--- src/rtl/reg_scoreboard_file_if.sv ---
// Bus bundle for the scoreboarded register file: issue port, writeback
// port, and two read ports with per-port busy and sticky error flags.
// There is no valid/ready handshake on this bus. issue_en and wb_en act as
// single-cycle qualifiers and are always accepted. The read ports are purely
// combinational.
interface reg_scoreboard_file_if;
  logic        issue_en;
  logic [4:0]  issue_addr;
  logic        wb_en;
  logic [4:0]  wb_addr;
  logic [31:0] wb_data;
  logic [4:0]  rs_addr;
  logic [4:0]  rt_addr;
  logic [31:0] rs_data;
  logic [31:0] rt_data;
  logic        rs_busy;
  logic        rt_busy;
  logic        ovf_err;
  logic        unf_err;

  // Pipeline side: drives issue/writeback/read addresses, observes results.
  modport master (
    output issue_en, issue_addr, wb_en, wb_addr, wb_data, rs_addr, rt_addr,
    input  rs_data, rt_data, rs_busy, rt_busy, ovf_err, unf_err
  );

  // Register file side.
  modport slave (
    input  issue_en, issue_addr, wb_en, wb_addr, wb_data, rs_addr, rt_addr,
    output rs_data, rt_data, rs_busy, rt_busy, ovf_err, unf_err
  );
endinterface

--- src/rtl/reg_scoreboard_file.sv ---
// 32x32 register file with a per-register pending-write counter.
// An issue increments the destination counter and a writeback decrements it.
// A read port reports busy while any write to its register is still in
// flight. The writeback in the current cycle already counts as delivered,
// because its data is bypassed onto the read port in that same cycle.
module reg_scoreboard_file #(
  parameter int CNT_W = 2
) (
  input logic                  clk,
  input logic                  reset,
  reg_scoreboard_file_if.slave bus
);

  localparam logic [CNT_W-1:0] CNT_MAX = {CNT_W{1'b1}};

  logic [31:0]      regs [32];
  logic [CNT_W-1:0] cnt  [32];
  logic             ovf_q;
  logic             unf_q;

  // Register 0 is excluded from both data writes and counting.
  logic issue_hit;
  logic wb_hit;
  logic same_reg;

  assign issue_hit = bus.issue_en && (bus.issue_addr != 5'd0);
  assign wb_hit    = bus.wb_en && (bus.wb_addr != 5'd0);
  assign same_reg  = issue_hit && wb_hit && (bus.issue_addr == bus.wb_addr);

  // Storage, counters and sticky error flags. Reset clears them asynchronously.
  always_ff @(posedge clk or posedge reset) begin
    if (reset) begin
      for (int i = 0; i < 32; i++) begin
        regs[i] <= '0;
        cnt[i]  <= '0;
      end
      ovf_q <= 1'b0;
      unf_q <= 1'b0;
    end else begin
      if (wb_hit) begin
        regs[bus.wb_addr] <= bus.wb_data;
      end
      // Issue and writeback to the same register in the same cycle cancel,
      // even at the counter limits, and raise no error.
      if (issue_hit && !same_reg) begin
        if (cnt[bus.issue_addr] == CNT_MAX) begin
          ovf_q <= 1'b1;
        end else begin
          cnt[bus.issue_addr] <= cnt[bus.issue_addr] + 1'b1;
        end
      end
      if (wb_hit && !same_reg) begin
        if (cnt[bus.wb_addr] == '0) begin
          unf_q <= 1'b1;
        end else begin
          cnt[bus.wb_addr] <= cnt[bus.wb_addr] - 1'b1;
        end
      end
    end
  end

  // Read port A: register 0 reads zero. Otherwise the writeback is bypassed,
  // else storage is read. Busy is set if more writes are pending than the
  // one being delivered right now.
  always_comb begin
    logic rs_dec;
    rs_dec      = bus.wb_en && (bus.wb_addr == bus.rs_addr);
    bus.rs_data = '0;
    bus.rs_busy = 1'b0;
    if (bus.rs_addr != 5'd0) begin
      bus.rs_data = rs_dec ? bus.wb_data : regs[bus.rs_addr];
      bus.rs_busy = cnt[bus.rs_addr] > CNT_W'(rs_dec);
    end
  end

  // Read port B: identical rules to port A.
  always_comb begin
    logic rt_dec;
    rt_dec      = bus.wb_en && (bus.wb_addr == bus.rt_addr);
    bus.rt_data = '0;
    bus.rt_busy = 1'b0;
    if (bus.rt_addr != 5'd0) begin
      bus.rt_data = rt_dec ? bus.wb_data : regs[bus.rt_addr];
      bus.rt_busy = cnt[bus.rt_addr] > CNT_W'(rt_dec);
    end
  end

  assign bus.ovf_err = ovf_q;
  assign bus.unf_err = unf_q;

endmodule

--- src/flat_wrapper.sv ---
// flat-port wrapper written by rule: the top's interface ports become plain ports
module reg_scoreboard_file_flat 
#(
  parameter int CNT_W = 2
)
  (clk, reset, bus_issue_en, bus_issue_addr, bus_wb_en, bus_wb_addr, bus_wb_data, bus_rs_addr, bus_rt_addr, bus_rs_data, bus_rt_data, bus_rs_busy, bus_rt_busy, bus_ovf_err, bus_unf_err);
  reg_scoreboard_file_if bus_i ();
  input logic clk;
  input logic reset;
  input wire logic [$bits(bus_i.issue_en)-1:0] bus_issue_en;
  input wire logic [$bits(bus_i.issue_addr)-1:0] bus_issue_addr;
  input wire logic [$bits(bus_i.wb_en)-1:0] bus_wb_en;
  input wire logic [$bits(bus_i.wb_addr)-1:0] bus_wb_addr;
  input wire logic [$bits(bus_i.wb_data)-1:0] bus_wb_data;
  input wire logic [$bits(bus_i.rs_addr)-1:0] bus_rs_addr;
  input wire logic [$bits(bus_i.rt_addr)-1:0] bus_rt_addr;
  output wire logic [$bits(bus_i.rs_data)-1:0] bus_rs_data;
  output wire logic [$bits(bus_i.rt_data)-1:0] bus_rt_data;
  output wire logic [$bits(bus_i.rs_busy)-1:0] bus_rs_busy;
  output wire logic [$bits(bus_i.rt_busy)-1:0] bus_rt_busy;
  output wire logic [$bits(bus_i.ovf_err)-1:0] bus_ovf_err;
  output wire logic [$bits(bus_i.unf_err)-1:0] bus_unf_err;
  assign bus_i.issue_en = bus_issue_en;
  assign bus_i.issue_addr = bus_issue_addr;
  assign bus_i.wb_en = bus_wb_en;
  assign bus_i.wb_addr = bus_wb_addr;
  assign bus_i.wb_data = bus_wb_data;
  assign bus_i.rs_addr = bus_rs_addr;
  assign bus_i.rt_addr = bus_rt_addr;
  assign bus_rs_data = bus_i.rs_data;
  assign bus_rt_data = bus_i.rt_data;
  assign bus_rs_busy = bus_i.rs_busy;
  assign bus_rt_busy = bus_i.rt_busy;
  assign bus_ovf_err = bus_i.ovf_err;
  assign bus_unf_err = bus_i.unf_err;
  reg_scoreboard_file #(.CNT_W(CNT_W)) u_core (.clk(clk), .reset(reset), .bus(bus_i));
endmodule
--- config.mk ---
export PLATFORM = sky130hd
export DESIGN_NAME = reg_scoreboard_file_flat
export DESIGN_NICKNAME = d
export VERILOG_FILES = /design/src/rtl/reg_scoreboard_file_if.sv /design/src/rtl/reg_scoreboard_file.sv /design/src/flat_wrapper.sv
export SDC_FILE = /design/constraint.sdc
export NUM_CORES = 2
export LEC_CHECK = 0
export BUFFER_PORTS_ARGS = -buffer_cell sky130_fd_sc_hd__buf_2
export CAP_MARGIN = 20
export CORE_MARGIN = 2
export CORE_UTILIZATION = 62
export CTS_BUF_LIST = sky130_fd_sc_hd__clkbuf_8
export DETAILED_ROUTE_END_ITERATION = 6
export MAX_ROUTING_LAYER = met4
export PLACE_DENSITY = 0.82
export SETUP_SLACK_MARGIN = 0.1
export SYNTH_ARGS = -nofsm -noshare
export SYNTH_HDL_FRONTEND = slang
export SYNTH_SLANG_ARGS = --single-unit
--- constraint.sdc ---
create_clock -name clk -period 41.5 [get_ports clk]
set_input_delay 8.3 -clock clk [delete_from_list [all_inputs] [get_ports clk]]
set_output_delay 8.3 -clock clk [all_outputs]
set_load 0.1 [all_outputs]
# == After elaboration in Yosys (flattened, before gate mapping) ==
# Index checks and enable logic that the tools add are counted.
# classes
n_bitwise,4
multipliers,0
reduce_logical,18
order_cmp,8
mux,37
n_eq_ne,4
addsub,2
n_shift,0
div,0
# op_table
operator,count
bitwise mux 1024 bit,1
binary-select mux 32 bit (select 5 bit),2
2-to-1 mux 32 bit,9
2-to-1 mux 64 bit,4
demux 32 bit (select 5 bit),1
bitwise mux 64 bit,2
binary-select mux 2 bit (select 5 bit),4
">= comparator 6 bit, second input constant",4
inverter 5 -> 6 bit,4
demux 2 bit (select 5 bit),2
2-to-1 mux 2 bit,10
nonzero test 5 bit,4
equality test 5 bit,3
"< comparator 6 x 1 -> 1 bit, second input constant",2
logical AND 1 bit,10
greater-than comparator 2 x 1 -> 1 bit,2
AND reduction 2 bit,2
"adder 2 x 1 -> 2 bit, second input constant",1
"equality test 2 bit, second input constant",1
logical NOT 2 bit,1
2-to-1 mux 1 bit,2
"subtractor 2 x 1 -> 2 bit, second input constant",1
logical NOT 1 bit,1
# word_totals
ramBits,0
output_inout_bits,68
in_bits,56
rom_bits,0
latch_bits,0
wordCells,139
mem_count,0
register_bits,1090

# == Depth between registers and ports, before layout ==
# depth
word_depth,11
mapped_depth,13
depth_no_buf,9

# == Worst setup path before layout ==
# OpenSTA, ideal clock, no wires.
# synth_timing
path_kind,input-to-output
start,input bus_rs_addr[0]
end,output bus_rs_busy
arrival_ns,12.147
n_path_buf,3
setup_slack_ns,21.053
t_required_ns,33.200
cell_stages,9
cell_sequence,buf_2 -> buf_2 -> buf_2 -> mux4_2 -> mux4_2 -> mux2i_1 -> ha_1 -> or2_2 -> a31oi_1
# synth_via
elab_chain_len,6
elab_cells_between_ends,9
classes_between,1 x order compare; 1 x eq/ne; 4 x mux; 1 x bitwise; 2 x reduce/logical
# synth_lines
element,line_no,rtl
start: declaration,flat_wrapper.sv:15,input wire logic [$bits(bus_i.rs_addr)-1:0] bus_rs_addr;
inverter 5 -> 6 bit (implied by the code),reg_scoreboard_file.sv:72,bus.rs_busy = cnt[bus.rs_addr] > CNT_W'(rs_dec);
binary-select mux 2 bit (select 5 bit),reg_scoreboard_file.sv:72,
2-to-1 mux 2 bit (implied by the code) (2 in a row),reg_scoreboard_file.sv:72,
greater-than comparator 2 x 1 -> 1 bit,reg_scoreboard_file.sv:72,
2-to-1 mux 1 bit (*),reg_scoreboard_file.sv:70,if (bus.rs_addr != 5'd0) begin
end: declaration,flat_wrapper.sv:19,output wire logic [$bits(bus_i.rs_busy)-1:0] bus_rs_busy;
# Every way passes the cells marked *; elsewhere a longest branch is shown, timed or not. The select of a mux whose other input is x is not followed.

# == Final worst setup path ==
# layout_timing
start,input bus_rt_addr[0]
end,output bus_rt_data[2]
# layout_via
elab_chain_len,6
elab_cells_between_ends,9
classes_between,1 x eq/ne; 5 x mux; 1 x bitwise; 2 x reduce/logical
# layout_lines
element,line_no,rtl
start: declaration,flat_wrapper.sv:16,input wire logic [$bits(bus_i.rt_addr)-1:0] bus_rt_addr;
inverter 5 -> 6 bit (implied by the code),reg_scoreboard_file.sv:83,bus.rt_data = rt_dec ? bus.wb_data : regs[bus.rt_addr];
binary-select mux 32 bit (select 5 bit),reg_scoreboard_file.sv:83,
2-to-1 mux 32 bit (implied by the code) (2 in a row),reg_scoreboard_file.sv:83,
2-to-1 mux 32 bit,reg_scoreboard_file.sv:83,
2-to-1 mux 32 bit (*),reg_scoreboard_file.sv:82,if (bus.rt_addr != 5'd0) begin
end: declaration,flat_wrapper.sv:18,output wire logic [$bits(bus_i.rt_data)-1:0] bus_rt_data;
# Marks and branches as above.

==> results.tsv <==
metric	value	unit
status	completed	
clk buf depth	3	
Worst Setup EP	bus_rt_data[2]	
leakage	29.1	nW
I/O pins	124	
EDFF count, synth	0	
TNS Setup	0	ps
clk sink count	1090	
Die Wd	318	um
die span in y	318	um
grt met3 use	0.108	
Slew Limit Fails	0	
YS warnings	0	
CTS Root Cell	clkbuf_8	
initial DRC count	6229	
commonest cells after routing, fill and taps aside	dfrtp_1, mux2_2, mux4_2	
via count	42352	
post-synthesis register bit count	1090	
Slowest cell on crit path	buf_4	
worst r2r src	u_core.cnt[17]$_DFF_PP0_	
WP depth	11	
crit end category	output pin	
DRT Pass-1 Iters	6	
drt wl/cell	32.7	um
Setup-failing EPs final	0	
port bufs	123	
CP Class	in -> out	
CP arrival	13370	ps
RR Endpoint	u_core.cnt[32]$_DFF_PP0_	
reg-to-reg slack, setup	37800	ps
Buf/Inv on CP	5	
FMAX	46.1	MHz
DR vias/cell	7.45	
Reg power frac	0.444	
PD cells	50.3	nW/um^2
commonest non-fill, non-tap cell in the layout	dfrtp_1	
Final WS setup	19830	ps
crit path time final	21670	ps
Cells on Worst Hold Path	0	
CORE AREA	98000	um^2
Worst Skew	19.2	ps
Worst EP required	33200	ps
crit path from	bus_rt_addr[0]	
R2R depth	9	
syn nets	4410	
vias in the first global route	43437	
clock share of power	0.293	
clock latency at the later pin of the worst-skew pair	880	ps
Multi-input gate area	31700	um^2
layout cell share with drive strength beyond 1	0.455	
initial antenna violation count	7	
RSZ-0062 raised after global routing	no	
Area Growth Syn to Fin	7.83	%
Net count, final	4314	
Post-CTS Setup Bufs	0	
DIE AREA	101000	um^2
fin crit share	0.522	
pin count of the biggest net entering global routing	131	
Antenna Nets Post-Route	0	
CTS clk-pin slew, worst paths	60	ps
top_reg_cell synth	dfrtp_1	
Residual DRC	0	
switch share	0.322	
Fin. Hold Viols	0	
WL final	186	mm
combinational share of power	0.263	
Slew @ Worst Pin	1180	ps
GR Util met1	0.501	
crit-path max cell delay	910	ps
synthesized area per cell	14.0	um^2
Critical Path Fanout Max	61	
Initial Utilization	0.623	
Net Sw Power	0.00107	W
Peak VDD IR	0.0367	mV
Post-synth ARST share	1.00	
GRT Residual Overflow	0	
Seq. cell area	27300	um^2
Int Power	0.00225	W
# Max-Cap Violations	0	
GPL Wtd Cong	0.904	
register area share after synthesis	0.447	
first-pass GRT wire length	280	mm
# H-tree levels	4	
DP Worst Slack	19830	ps
# resized after CTS	0	
post-DP HPWL	101	mm
Synth Cell Area	61100	um^2
total global routing track utilization	0.384	
TritonCTS clock tree	done	
cell repeated most along the worst path	buf_4	
CP startpoint kind	input pin	
M2 GR Usage	0.555	
Total Power	0.00331	W
CTS Hold Bufs	0	
synth unique cells	65	
total CTS buffers	179	
FP Rows	115	
CP Cell Sequence	buf_8, buf_4, buf_4, buf_4, mux4_2, nor2b_1, a211oi_1, a31oi_1, o22ai_1, nor2_1, buf_2	
CP top delay family	buffers and inverters	
Post-Syn Instances	4350	
type of the tightest min-delay check	reg -> reg	
gr busiest metal	met2	
Max transition margin	0.212	
fillers	6613	
-- synthesized netlist by cell type, types with 19 or more instances --
library cell	instances	area share
a211oi_1	37	0.0045
a21oi_1	83	0.0068
a221o_1	25	0.0041
a221oi_1	30	0.0043
a31oi_1	20	0.0020
buf_1	27	0.0017
buf_2	174	0.014
buf_4	38	0.0047
clkbuf_1	251	0.015
dfrtp_1	1090	0.45
inv_1	24	0.0015
mux2_1	71	0.013
mux2_2	875	0.16
mux2i_1	236	0.039
mux4_2	582	0.21
nand2_1	313	0.019
nand3_1	32	0.0026
nor2_1	86	0.0053
nor2b_1	36	0.0037
nor3_1	19	0.0016
o21ai_0	73	0.0060
o22ai_1	49	0.0050
-- area by class of cell --
class,instances,share of cell area
timing repair buffer,215,0.0225
sequential,1090,0.414
multi-input combinational,2741,0.481
tap,1287,0.0245
inverter,27,0.00169
clock buffer,224,0.0468
antenna,8,0.000304
clock inverter,93,0.00906
-- state kept, by name (all words and copies together) (netlist names) --
name	flops
u_core.bus.ovf_err	1
u_core.cnt	64
u_core.bus.unf_err	1
u_core.regs	1024
-- layer usage --
metal  wire (um)  up-vias
met2       85100     3098
met3       22900      708
met5           0        -
met4       10500        0
met1       67600    22065
li1            -    16481
-- stage by stage --
step / cell area, um^2 / util / hold slack [ps] / std cells
6_report: 65800 / 0.672 / 399 / 5685
5_1_grt: 65800 / 0.672 / 410 / 5682
4_1_cts: 65800 / 0.671 / 397 / 5675
3_5_place_dp: 62100 / 0.634 / 383 / 5358
3_3_place_gp: 62000 / 0.633 / 376 / 5355
2_1_floorplan: 61100 / - / 441 / 4350
-- worst reg2reg max path, stage by stage, from the launching register on --
cell,delay (ps)
dfrtp_1,430
mux4_2,540
a22oi_1,260
nand4_1,150
ha_1,260
nor2b_1,340
nand3_1,640
nor3_1,510
mux2_2,380
mux2i_1,120
-- how the worst min path moves through the flow --
stage / start / to / slack [ps]
floorplan: u_core.regs[1000]$_DFFE_PP0P_ / u_core.regs[1000]$_DFFE_PP0P_ / 440
global placement: u_core.regs[1012]$_DFFE_PP0P_ / u_core.regs[1012]$_DFFE_PP0P_ / 380
detailed placement: u_core.regs[996]$_DFFE_PP0P_ / u_core.regs[996]$_DFFE_PP0P_ / 380
CTS: u_core.regs[1023]$_DFFE_PP0P_ / u_core.regs[1023]$_DFFE_PP0P_ / 400
global route: u_core.regs[1005]$_DFFE_PP0P_ / u_core.regs[1005]$_DFFE_PP0P_ / 410
finish: u_core.regs[1023]$_DFFE_PP0P_ / u_core.regs[1023]$_DFFE_PP0P_ / 400
-- cells by family after synthesis --
family                   synth area share
multiplexers                        0.428
flip-flops                          0.447
AND/OR/NAND/NOR                    0.0439
buffers and inverters              0.0381
AO/OA/AOI/OAI                      0.0405
XOR/XNOR                          0.00215
adder cells (fa/ha/maj)          0.000820
-- power by group through the flow --
stage	combinational, W	clock [W]	sequential, W
final	0.000873	0.000969	0.00147
after global routing	0.000921	0.00103	0.00149
after CTS	0.000864	0.000975	0.00146
after detailed placement	0.000861	0	0.00147
after global placement	0.000837	0	0.00145
after floorplan	0.000704	0	0.00142
No activity file was read; power rests on OpenSTA's default activity.
